==> config.mk <==
export PLATFORM = sky130hd
export DESIGN_NAME = systolic_row_feeder_flat
export DESIGN_NICKNAME = d
export VERILOG_FILES = /design/src/rtl/systolic_pkg.sv /design/src/rtl/systolic_row_feeder_if.sv /design/src/rtl/skew_delay_line.sv /design/src/rtl/systolic_row_feeder.sv /design/src/flat_wrapper.sv
export SDC_FILE = /design/constraint.sdc
export NUM_CORES = 1
export LEC_CHECK = 0
export CAP_MARGIN = 20
export CORE_ASPECT_RATIO = 0.5
export CORE_MARGIN = 2
export CORE_UTILIZATION = 52
export DETAILED_ROUTE_END_ITERATION = 10
export PLACE_DENSITY_LB_ADDON = 0.2
export SLEW_MARGIN = 0
export SYNTH_ARGS = -nofsm -noshare
export SYNTH_HDL_FRONTEND = slang
export SYNTH_SLANG_ARGS = --single-unit
==> constraint.sdc <==
create_clock -name clk_i -period 3.4 [get_ports clk_i]
set_input_delay 0.68 -clock clk_i [delete_from_list [all_inputs] [get_ports clk_i]]
set_output_delay 0.68 -clock clk_i [all_outputs]
set_load 0.02 [all_outputs]
==> src/rtl/systolic_pkg.sv <==
// Shared types and helpers for the systolic array edge blocks.
package systolic_pkg;

  typedef enum logic [1:0] {
    ST_IDLE   = 2'd0,
    ST_STREAM = 2'd1,
    ST_DRAIN  = 2'd2
  } feeder_state_e;

  localparam int CNT_W_DEFAULT = 16;

  // LSB of lane `lane` on a flat ROWS*WIDTH bus (lane 0 in the low bits).
  function automatic int lane_lsb(input int lane, input int width);
    return lane * width;
  endfunction

endpackage

==> src/rtl/systolic_row_feeder_if.sv <==
// Column-vector input handshake and skewed west-edge outputs of the row feeder.
interface systolic_row_feeder_if #(
  parameter int WIDTH = 8,
  parameter int ROWS  = 4
);
  import systolic_pkg::*;

  // Handshake: a beat transfers in any cycle where in_valid_i && in_ready_o;
  // in_last_i and in_data_i are only meaningful in that cycle. in_ready_o
  // depends on feeder state only, never on in_valid_i.
  logic                    in_valid_i;
  logic                    in_ready_o;
  logic                    in_last_i;
  logic [ROWS*WIDTH-1:0]   in_data_i;
  logic [ROWS*WIDTH-1:0]   west_o;
  logic [ROWS-1:0]         west_valid_o;

  modport master (
    output in_valid_i, in_last_i, in_data_i,
    input  in_ready_o, west_o, west_valid_o
  );

  modport slave (
    input  in_valid_i, in_last_i, in_data_i,
    output in_ready_o, west_o, west_valid_o
  );

endinterface

==> src/rtl/skew_delay_line.sv <==
// Fixed-depth {valid, data} shift register with synchronous active-high reset.
module skew_delay_line #(
  parameter int WIDTH = 8,
  parameter int DEPTH = 1
) (
  input  logic             clk_i,
  input  logic             rst_i,
  input  logic             valid_i,
  input  logic [WIDTH-1:0] data_i,
  output logic             valid_o,
  output logic [WIDTH-1:0] data_o
);

  logic [DEPTH-1:0]            r_valid;
  logic [DEPTH-1:0][WIDTH-1:0] r_data;

  always_ff @(posedge clk_i) begin
    if (rst_i) begin
      r_valid <= '0;
      r_data  <= '0;
    end else begin
      r_valid[0] <= valid_i;
      r_data[0]  <= data_i;
      for (int i = 1; i < DEPTH; i++) begin
        r_valid[i] <= r_valid[i-1];
        r_data[i]  <= r_data[i-1];
      end
    end
  end

  assign valid_o = r_valid[DEPTH-1];
  assign data_o  = r_data[DEPTH-1];

endmodule

==> src/rtl/systolic_row_feeder.sv <==
// Skews column vectors onto the array west edge (lane r delayed r+1 cycles).
// Optional feature macro: ROW_FEEDER_BUBBLE_CNT_EN adds bubble_cnt_o.
module systolic_row_feeder
  import systolic_pkg::*;
#(
  parameter int WIDTH = 8,
  parameter int ROWS  = 4,
  parameter int CNT_W = CNT_W_DEFAULT
) (
  input  logic                  clk_i,
  input  logic                  rst_i,
  systolic_row_feeder_if.slave  bus,
  output logic                  busy_o,
  output logic                  done_o,
  output logic [CNT_W-1:0]      beat_cnt_o,
`ifdef ROW_FEEDER_BUBBLE_CNT_EN
  output logic [CNT_W-1:0]      bubble_cnt_o,
`endif
  output feeder_state_e         state_o
);

  localparam int DRN_W = (ROWS > 1) ? $clog2(ROWS) : 1;

  feeder_state_e    r_state;
  feeder_state_e    w_state_nxt;
  logic [DRN_W-1:0] r_drain_cnt;
  logic [DRN_W-1:0] w_drain_nxt;
  logic             w_done;
  logic             w_ready;
  logic             w_accept;
  logic [CNT_W-1:0] r_beat_cnt;

  assign w_ready  = (r_state != ST_DRAIN);
  assign w_accept = bus.in_valid_i && w_ready;

  always_ff @(posedge clk_i) begin
    if (rst_i) begin
      r_state     <= ST_IDLE;
      r_drain_cnt <= '0;
    end else begin
      r_state     <= w_state_nxt;
      r_drain_cnt <= w_drain_nxt;
    end
  end

  always_comb begin
    w_state_nxt = r_state;
    w_drain_nxt = r_drain_cnt;
    w_done      = 1'b0;
    case (r_state)
      ST_IDLE: begin
        if (w_accept) begin
          if (bus.in_last_i) begin
            w_state_nxt = ST_DRAIN;
            w_drain_nxt = DRN_W'(ROWS - 1);
          end else begin
            w_state_nxt = ST_STREAM;
          end
        end
      end
      ST_STREAM: begin
        if (w_accept && bus.in_last_i) begin
          w_state_nxt = ST_DRAIN;
          w_drain_nxt = DRN_W'(ROWS - 1);
        end
      end
      ST_DRAIN: begin
        // Count reaches zero exactly when the last lane shows the final element.
        if (r_drain_cnt == '0) begin
          w_done      = 1'b1;
          w_state_nxt = ST_IDLE;
        end else begin
          w_drain_nxt = r_drain_cnt - DRN_W'(1);
        end
      end
      default: begin
        w_state_nxt = ST_IDLE;
      end
    endcase
  end

  always_ff @(posedge clk_i) begin
    if (rst_i) begin
      r_beat_cnt <= '0;
    end else if (w_accept) begin
      if (r_state == ST_IDLE) begin
        r_beat_cnt <= CNT_W'(1);
      end else if (r_beat_cnt != '1) begin
        r_beat_cnt <= r_beat_cnt + CNT_W'(1);
      end
    end
  end

`ifdef ROW_FEEDER_BUBBLE_CNT_EN
  logic [CNT_W-1:0] r_bubble_cnt;

  always_ff @(posedge clk_i) begin
    if (rst_i) begin
      r_bubble_cnt <= '0;
    end else if (w_accept && (r_state == ST_IDLE)) begin
      r_bubble_cnt <= '0;
    end else if ((r_state == ST_STREAM) && !w_accept && (r_bubble_cnt != '1)) begin
      r_bubble_cnt <= r_bubble_cnt + CNT_W'(1);
    end
  end

  assign bubble_cnt_o = r_bubble_cnt;
`endif

  // Non-accepted cycles inject zero data so bubbles reach the PEs as zero diagonals.
  for (genvar r = 0; r < ROWS; r++) begin : g_lane
    logic [WIDTH-1:0] w_lane_in;

    assign w_lane_in = w_accept ? bus.in_data_i[lane_lsb(r, WIDTH) +: WIDTH] : '0;

    skew_delay_line #(
      .WIDTH (WIDTH),
      .DEPTH (r + 1)
    ) u_line (
      .clk_i   (clk_i),
      .rst_i   (rst_i),
      .valid_i (w_accept),
      .data_i  (w_lane_in),
      .valid_o (bus.west_valid_o[r]),
      .data_o  (bus.west_o[lane_lsb(r, WIDTH) +: WIDTH])
    );
  end

  assign bus.in_ready_o = w_ready;
  assign busy_o         = (r_state != ST_IDLE);
  assign done_o         = w_done;
  assign beat_cnt_o     = r_beat_cnt;
  assign state_o        = r_state;

endmodule

==> src/flat_wrapper.sv <==
// flat-port wrapper written by rule: the top's interface ports become plain ports
module systolic_row_feeder_flat import systolic_pkg::*;
#(
  parameter int WIDTH = 8,
  parameter int ROWS  = 4,
  parameter int CNT_W = CNT_W_DEFAULT
)
  (clk_i, rst_i, busy_o, done_o, beat_cnt_o, state_o, bus_in_valid_i, bus_in_last_i, bus_in_data_i, bus_in_ready_o, bus_west_o, bus_west_valid_o);
  systolic_row_feeder_if #(.WIDTH(WIDTH), .ROWS(ROWS)) bus_i ();
  input  logic clk_i;
  input  logic rst_i;
  output logic busy_o;
  output logic done_o;
  output logic [CNT_W-1:0] beat_cnt_o;
  output feeder_state_e state_o;
  input wire logic [$bits(bus_i.in_valid_i)-1:0] bus_in_valid_i;
  input wire logic [$bits(bus_i.in_last_i)-1:0] bus_in_last_i;
  input wire logic [$bits(bus_i.in_data_i)-1:0] bus_in_data_i;
  output wire logic [$bits(bus_i.in_ready_o)-1:0] bus_in_ready_o;
  output wire logic [$bits(bus_i.west_o)-1:0] bus_west_o;
  output wire logic [$bits(bus_i.west_valid_o)-1:0] bus_west_valid_o;
  assign bus_i.in_valid_i = bus_in_valid_i;
  assign bus_i.in_last_i = bus_in_last_i;
  assign bus_i.in_data_i = bus_in_data_i;
  assign bus_in_ready_o = bus_i.in_ready_o;
  assign bus_west_o = bus_i.west_o;
  assign bus_west_valid_o = bus_i.west_valid_o;
  systolic_row_feeder #(.WIDTH(WIDTH), .ROWS(ROWS), .CNT_W(CNT_W)) u_core (.clk_i(clk_i), .rst_i(rst_i), .bus(bus_i), .busy_o(busy_o), .done_o(done_o), .beat_cnt_o(beat_cnt_o), .state_o(state_o));
endmodule
==> results of run 1 <==
## per-stage QoR
stage	total power [mW]	worst slack, ps
floorplan	1.384	1550
global placement	1.458	1156
detailed placement	1.464	1106
CTS	2.496	886.9
global route	2.559	793.7
finish	2.471	886.6
## state kept, by name, indices dropped and copies added, names as in the netlist
register and cells:
u_core.state_o 2, u_core.g_lane.u_line.r_valid 4, u_core.r_drain_cnt 2, u_core.beat_cnt_o 16
u_core.g_lane.u_line.r_data 48, u_core.g_lane.u_line.data_o 32
## area by class of cell
class | count | area, µm² | area share
Multi-Input combinational cell | 195 | 1267 | 0.2685
Clock buffer | 11 | 242.7 | 0.05142
Clock inverter | 5 | 63.81 | 0.01352
Inverter | 5 | 18.77 | 0.003976
Tap cell | 92 | 115.1 | 0.02438
Timing Repair Buffer | 94 | 930.9 | 0.1972
Sequential cell | 104 | 2082 | 0.4410
## layer usage
| layer | global-route usage | up-vias | wire length, µm |
|---|---|---|---|
| li1 | - | 1248 | - |
| met1 | 0.2301 | 1150 | 3004 |
| met2 | 0.3115 | 69 | 3225 |
| met3 | 0.06250 | 12 | 400 |
| met4 | 0.07040 | 0 | 116 |
| met5 | 0 | - | 0 |
## critical path, delay by kind of cell, from the launching register on
kind                   cells  cell delay [ps]
buffers and inverters      1              600
and+or+nand+nor            2              450
DFF                        1              450
## power by group
group	leakage, nW	switching [mW]	internal (mW)
sequential	0.846	0.0134	1.25
clock	0.152	0.437	0.599
combinational	0.770	0.0803	0.0892
total	1.77	0.530	1.94
## final timing paths
path              slack, ps                                    startpoint  cells past startpoint                                             to
setup / recovery        890                u_core.state_o[1]$_SDFFE_PP0P_                      3                                         done_o
hold / removal          440  u_core.g_lane[3].u_line.r_data[9]$_SDFF_PP0_                      1  u_core.g_lane[3].u_line.r_data[17]$_SDFF_PP0_
setup reg to reg       1440             u_core.beat_cnt_o[0]$_SDFFE_PP0P_                      6              u_core.beat_cnt_o[4]$_SDFFE_PP0P_
hold reg to reg         440  u_core.g_lane[3].u_line.r_data[9]$_SDFF_PP0_                      1  u_core.g_lane[3].u_line.r_data[17]$_SDFF_PP0_
## cell families (layout without fill, tap and decap cells)
family                     after synthesis  in the layout  synth area share
adders and majority gates                2              2          0.006898
DFF                                    104            104            0.5740
muxes                                    1              1          0.002760
and+or+nand+nor                        154            154            0.2660
buffers and inverters                   46            115           0.07727
AOI/OAI and AO/OA                       38             38           0.07313
## cells in the final DEF, fill, tap and decap left out, types with 2 or more instances in the layout
master	n
and2_1	35
a211oi_1	2
clkdlybuf4s50_1	91
nand4_4	2
o211ai_1	2
inv_1	4
a21oi_1	11
a21oi_2	3
and4b_1	2
nor3_1	7
clkbuf_16	9
nand2_1	15
nor2_2	2
nor2b_1	54
o21ai_0	3
buf_4	2
nor2_1	12
nor4_2	3
nand2b_1	2
ha_1	2
nand3_1	8
o21a_1	2
dfxtp_1	104
nand2_2	2
a31oi_1	6
==> impl_metrics.env, run 1 <==
export IMPL_drt_iter0_drc=120
export IMPL_irDropWorstVdd_mv=0.3717
export IMPL_overflow=0
export IMPL_ys_seq_elements=104
export IMPL_pin_count=93
export IMPL_dp_cells=490
export IMPL_post_cts_buffers=0
export IMPL_die_w_um=122.1
export IMPL_arrival_ps=1830
export IMPL_tightest_slew_ps=834.6
export IMPL_dieArea_mm2=0.007700
export IMPL_relSlewSlack=0.4436
export IMPL_initial_core_util=0.5392
export IMPL_fin_skew_ps=4.320
export IMPL_placed_cell_area_mm2=0.004414
export IMPL_fin_worst_hold_slack_ps=437.0
export IMPL_grt_pass1_wl_um=11230
export IMPL_n_antenna_cell=0
export IMPL_yosysWarnings=0
export IMPL_slowest_stage="clkdlybuf4s50_1"
export IMPL_finalMaxSlewViolations=0
export IMPL_critPathKind="reg2out"
export IMPL_crit_fanout=6
export IMPL_io_buffers=92
export IMPL_crit_path_end_kind="primary output"
export IMPL_track_usage=0.1885
export IMPL_ys_flop_type="dfxtp_1"
export IMPL_synth_area_per_cell_um2=10.51
export IMPL_synth_most_common_cell="dfxtp_1"
export IMPL_cts_resized=0
export IMPL_synthTopCellsByArea="dfxtp_1, nor2b_1, and2_1"
export IMPL_final_core_util=0.7018
export IMPL_drive_above_1_share=0.08696
export IMPL_grt_pass1_vias=2269
export IMPL_slowest_delay_ps=600
export IMPL_synth_area_mm2=0.003627
export IMPL_cp_required_ps=2720
export IMPL_cts_inserted_buffers=9
export IMPL_synth_area_leader_cell="dfxtp_1"
export IMPL_final_hold_violation_count=0
export IMPL_synth_top_area_share=0.5740
export IMPL_fillCellCount=540
export IMPL_grt_max_degree=46
export IMPL_yosysSeqAreaShare=0.5740
export IMPL_post_route_period_util=0.7392
export IMPL_drc=0
export IMPL_layout_cells_non_filler=506
export IMPL_clk_latency_ps=330
export IMPL_grt_setup_unrepaired="no"
export IMPL_clkTransAtPathRegs_ps=70
export IMPL_dr_pass1_iters=4
export IMPL_cts_hold_buf=0
export IMPL_startpoint_type="register"
export IMPL_syn_inst=345
export IMPL_p_per_area_mw_per_mm2=523.4
export IMPL_synth_common_cells="dfxtp_1, nor2b_1, and2_1, buf_4, nand2_1"
export IMPL_status="complete, no violations"
export IMPL_area_growth_pct=30.15
export IMPL_die_h_um=63.06
export IMPL_nets=447
export IMPL_fin_crit_ps=2513
export IMPL_synthArstFlopShare=0
export IMPL_h_tree_depth=3
export IMPL_via_count=2479
export IMPL_fp_row_count=21
export IMPL_cts_root_buffer="clkbuf_16"
export IMPL_coreArea_mm2=0.006726
export IMPL_maxCapViolCount=0
export IMPL_cts_tree="yes"
export IMPL_drtAntennaViolNets=0
export IMPL_hold_path_class="reg2reg"
export IMPL_max_freq_mhz=397.9
export IMPL_design_area_mm2=0.004721
export IMPL_via_per_inst=4.899
export IMPL_routed_wl_um=6747
export IMPL_gp_congestion=0.8414
export IMPL_antenna_found_initial=0
export IMPL_clock_sinks=104
export IMPL_place_hpwl_um=4607
export IMPL_synth_distinct_cells=46
export IMPL_clk_path_buf_depth=2
export IMPL_finalSetupViolCount=0
export IMPL_synth_nets=383
export IMPL_wl_per_cell_um=13.33
export IMPL_crit_chain="nor2b_1 -> and2_1 -> clkdlybuf4s50_1"
export IMPL_p_leak_nw=1.768
export IMPL_synth_edf_count=0
export IMPL_setup_tns_ps=0
Power figures use the tool's default switching activity.
==> run 2, diff against run 1 <==
--- a/config.mk
+++ b/config.mk
@@ -8,7 +8,7 @@
 export CAP_MARGIN = 20
 export CORE_ASPECT_RATIO = 0.5
 export CORE_MARGIN = 2
-export CORE_UTILIZATION = 52
+export CORE_UTILIZATION = 43
 export DETAILED_ROUTE_END_ITERATION = 10
 export PLACE_DENSITY_LB_ADDON = 0.2
 export SLEW_MARGIN = 0
==> constraint.sdc (replaced) <==
create_clock -name clk_i -period 2.2 [get_ports clk_i]
set_input_delay 0.44 -clock clk_i [delete_from_list [all_inputs] [get_ports clk_i]]
set_output_delay 0.44 -clock clk_i [all_outputs]
set_load 0.02 [all_outputs]
==> impl_metrics.env, run 2 (synthesis gave the netlist of run 1 again) <==
export IMPL_n_antenna_cell=0
export IMPL_fin_crit_ps=2116
export IMPL_switching_power_uw=846.3
export IMPL_layout_common_cells="dfxtp_1, clkdlybuf4s50_1, nor2b_1"
export IMPL_crit_fanout=6
export IMPL_p_leak_nw=1.792
export IMPL_drc=0
export IMPL_top_register="u_core.g_lane.u_line.r_data"
export IMPL_setup_tns_ps=0
export IMPL_fin_skew_ps=7.194
export IMPL_crit_path_end_kind="primary output"
export IMPL_max_freq_mhz=472.5
export IMPL_power_share_switching=0.2262
export IMPL_cts_tree="yes"
export IMPL_nets=452
export IMPL_h_tree_depth=3
export IMPL_final_hold_violation_count=0
export IMPL_design_area_mm2=0.004777
export IMPL_finalSetupViolCount=0
export IMPL_die_h_um=68.95
export IMPL_maxCapViolCount=0
export IMPL_cts_hold_buf=0
export IMPL_cp_top_family="buffers and inverters"
export IMPL_power_frac_comb=0.073
export IMPL_track_usage=0.1636
export IMPL_layout_commonest_cell="dfxtp_1"
export IMPL_clk_latency_ps=340
export IMPL_largest_reg_flops=48
export IMPL_fin_worst_hold_slack_ps=434.9
export IMPL_p_per_area_mw_per_mm2=783.3
export IMPL_finalMaxSlewViolations=0
export IMPL_drive_above_1_share=0.1026
export IMPL_cts_inserted_buffers=9
export IMPL_clkTransAtPathRegs_ps=70
export IMPL_clk_path_buf_depth=2
export IMPL_p_seq_frac=0.522
export IMPL_fillCellCount=660
export IMPL_wl_per_cell_um=13.31
export IMPL_relSlewSlack=0.6396
export IMPL_placed_cell_area_mm2=0.004489
export IMPL_io_buffers=92
export IMPL_layout_area_seq_mm2=0.002083
export IMPL_place_hpwl_um=5070
export IMPL_die_w_um=133.9
export IMPL_post_route_period_util=0.9620
export IMPL_timing_final_ws_setup_ps=83.68
export IMPL_p_clk_frac=0.404
export IMPL_dieArea_mm2=0.009231
export IMPL_irDropWorstVdd_mv=0.4732
export IMPL_drt_iter0_drc=90
export IMPL_via_per_inst=4.669
export IMPL_routed_wl_um=7066
export IMPL_area_growth_pct=31.70
export IMPL_critPathKind="reg2out"
export IMPL_cts_root_buffer="clkbuf_16"
export IMPL_multi_input_area_mm2=0.001267
export IMPL_slowest_delay_ps=540
export IMPL_initial_core_util=0.4486
export IMPL_status="complete, no violations"
export IMPL_arrival_ps=1680
export IMPL_startpoint_type="register"
export IMPL_grt_pass1_wl_um=11420
export IMPL_drtAntennaViolNets=0
export IMPL_clock_sinks=104
export IMPL_coreArea_mm2=0.008087
export IMPL_cp_required_ps=1760
export IMPL_dr_pass1_iters=4
export IMPL_fp_row_count=23
export IMPL_power_mw=3.742
export IMPL_antenna_found_initial=0
export IMPL_tightest_slew_ps=540.6
export IMPL_crit_chain="nor2b_1 -> inv_2 -> clkdlybuf4s50_1"
export IMPL_grt_setup_unrepaired="no"
export IMPL_pin_count=93
export IMPL_overflow=0
export IMPL_place_ws_ps=179.8
export IMPL_via_count=2479
export IMPL_intPower_mw=2.896
export IMPL_path_buf_inv=2
export IMPL_gp_congestion=0.8257
export IMPL_grt_max_degree=36
export IMPL_hold_path_class="reg2reg"
export IMPL_slowest_stage="clkdlybuf4s50_1"
export IMPL_grt_pass1_vias=2345
## run 2: cell count changes in the layout (fill, tap and decap cells not counted), sizes merged
cell and change:
inv +1, clkinvlp +1, bufinv -1, dlygate4sd2 +1
buf +5, clkbuf -1, clkdlybuf4s50 -1
## run 2: worst reg2reg max path, cell delays in order, from the launching register on
cell and delay [ps]:
dfxtp_1 390, ha_1 290, nand4_4 170, nor4_4 490, a21oi_2 160, a41oi_1 240, nor3_1 70
## run 2: per-layer routing
| metal | global-route usage | up-vias | wire (µm) | share of wire |
|---|---|---|---|---|
| met4 | 0.07580 | 0 | 119 | 0.017 |
| met1 | 0.1781 | 1149 | 3021 | 0.43 |
| li1 | - | 1251 | - | - |
| met2 | 0.2994 | 66 | 3497 | 0.49 |
| met5 | 0 | - | 0 | 0 |
| met3 | 0.05482 | 13 | 427 | 0.060 |
## run 2: layout make-up
type	count	share of cell area
clock inverters	6	0.01021
multi-input cells	195	0.2653
inverters	5	0.003929
clock buffers	10	0.05003
flip-flops and latches	104	0.4361
well taps	112	0.02933
repair buffers	99	0.2051
## run 2: final timing paths
kind | from | endpoint | slack (ps) | cells after the start
worst max register to register | u_core.beat_cnt_o[1]$_SDFFE_PP0P_ | u_core.beat_cnt_o[4]$_SDFFE_PP0P_ | 290 | 6
worst min-delay path | u_core.g_lane[3].u_line.r_data[5]$_SDFF_PP0_ | u_core.g_lane[3].u_line.r_data[13]$_SDFF_PP0_ | 430 | 1
worst max-delay path | u_core.state_o[1]$_SDFFE_PP0P_ | bus_in_ready_o | 80 | 3
worst min register to register | u_core.g_lane[3].u_line.r_data[5]$_SDFF_PP0_ | u_core.g_lane[3].u_line.r_data[13]$_SDFF_PP0_ | 430 | 1
## run 2: power by group through the flow
stage | Combinational [mW] | Sequential (mW) | Clock [mW]
floorplan | 0.132 | 2.01 | 0
global placement | 0.271 | 2.00 | 0
detailed placement | 0.278 | 2.00 | 0
CTS | 0.279 | 1.95 | 1.55
global route | 0.296 | 1.96 | 1.64
finish | 0.274 | 1.95 | 1.51
## run 2: repair_timing
action                     4_1_cts  5_1_grt
setup endpoints to repair        1        2
resized for setup                1        1
setup buffers                    0        0
## run 2: stage by stage
step	instances	utilization
floorplan	345	-
global placement	515	0.5552
detailed placement	515	0.5552
CTS	531	0.5906
global route	531	0.5907
finish	531	0.5907
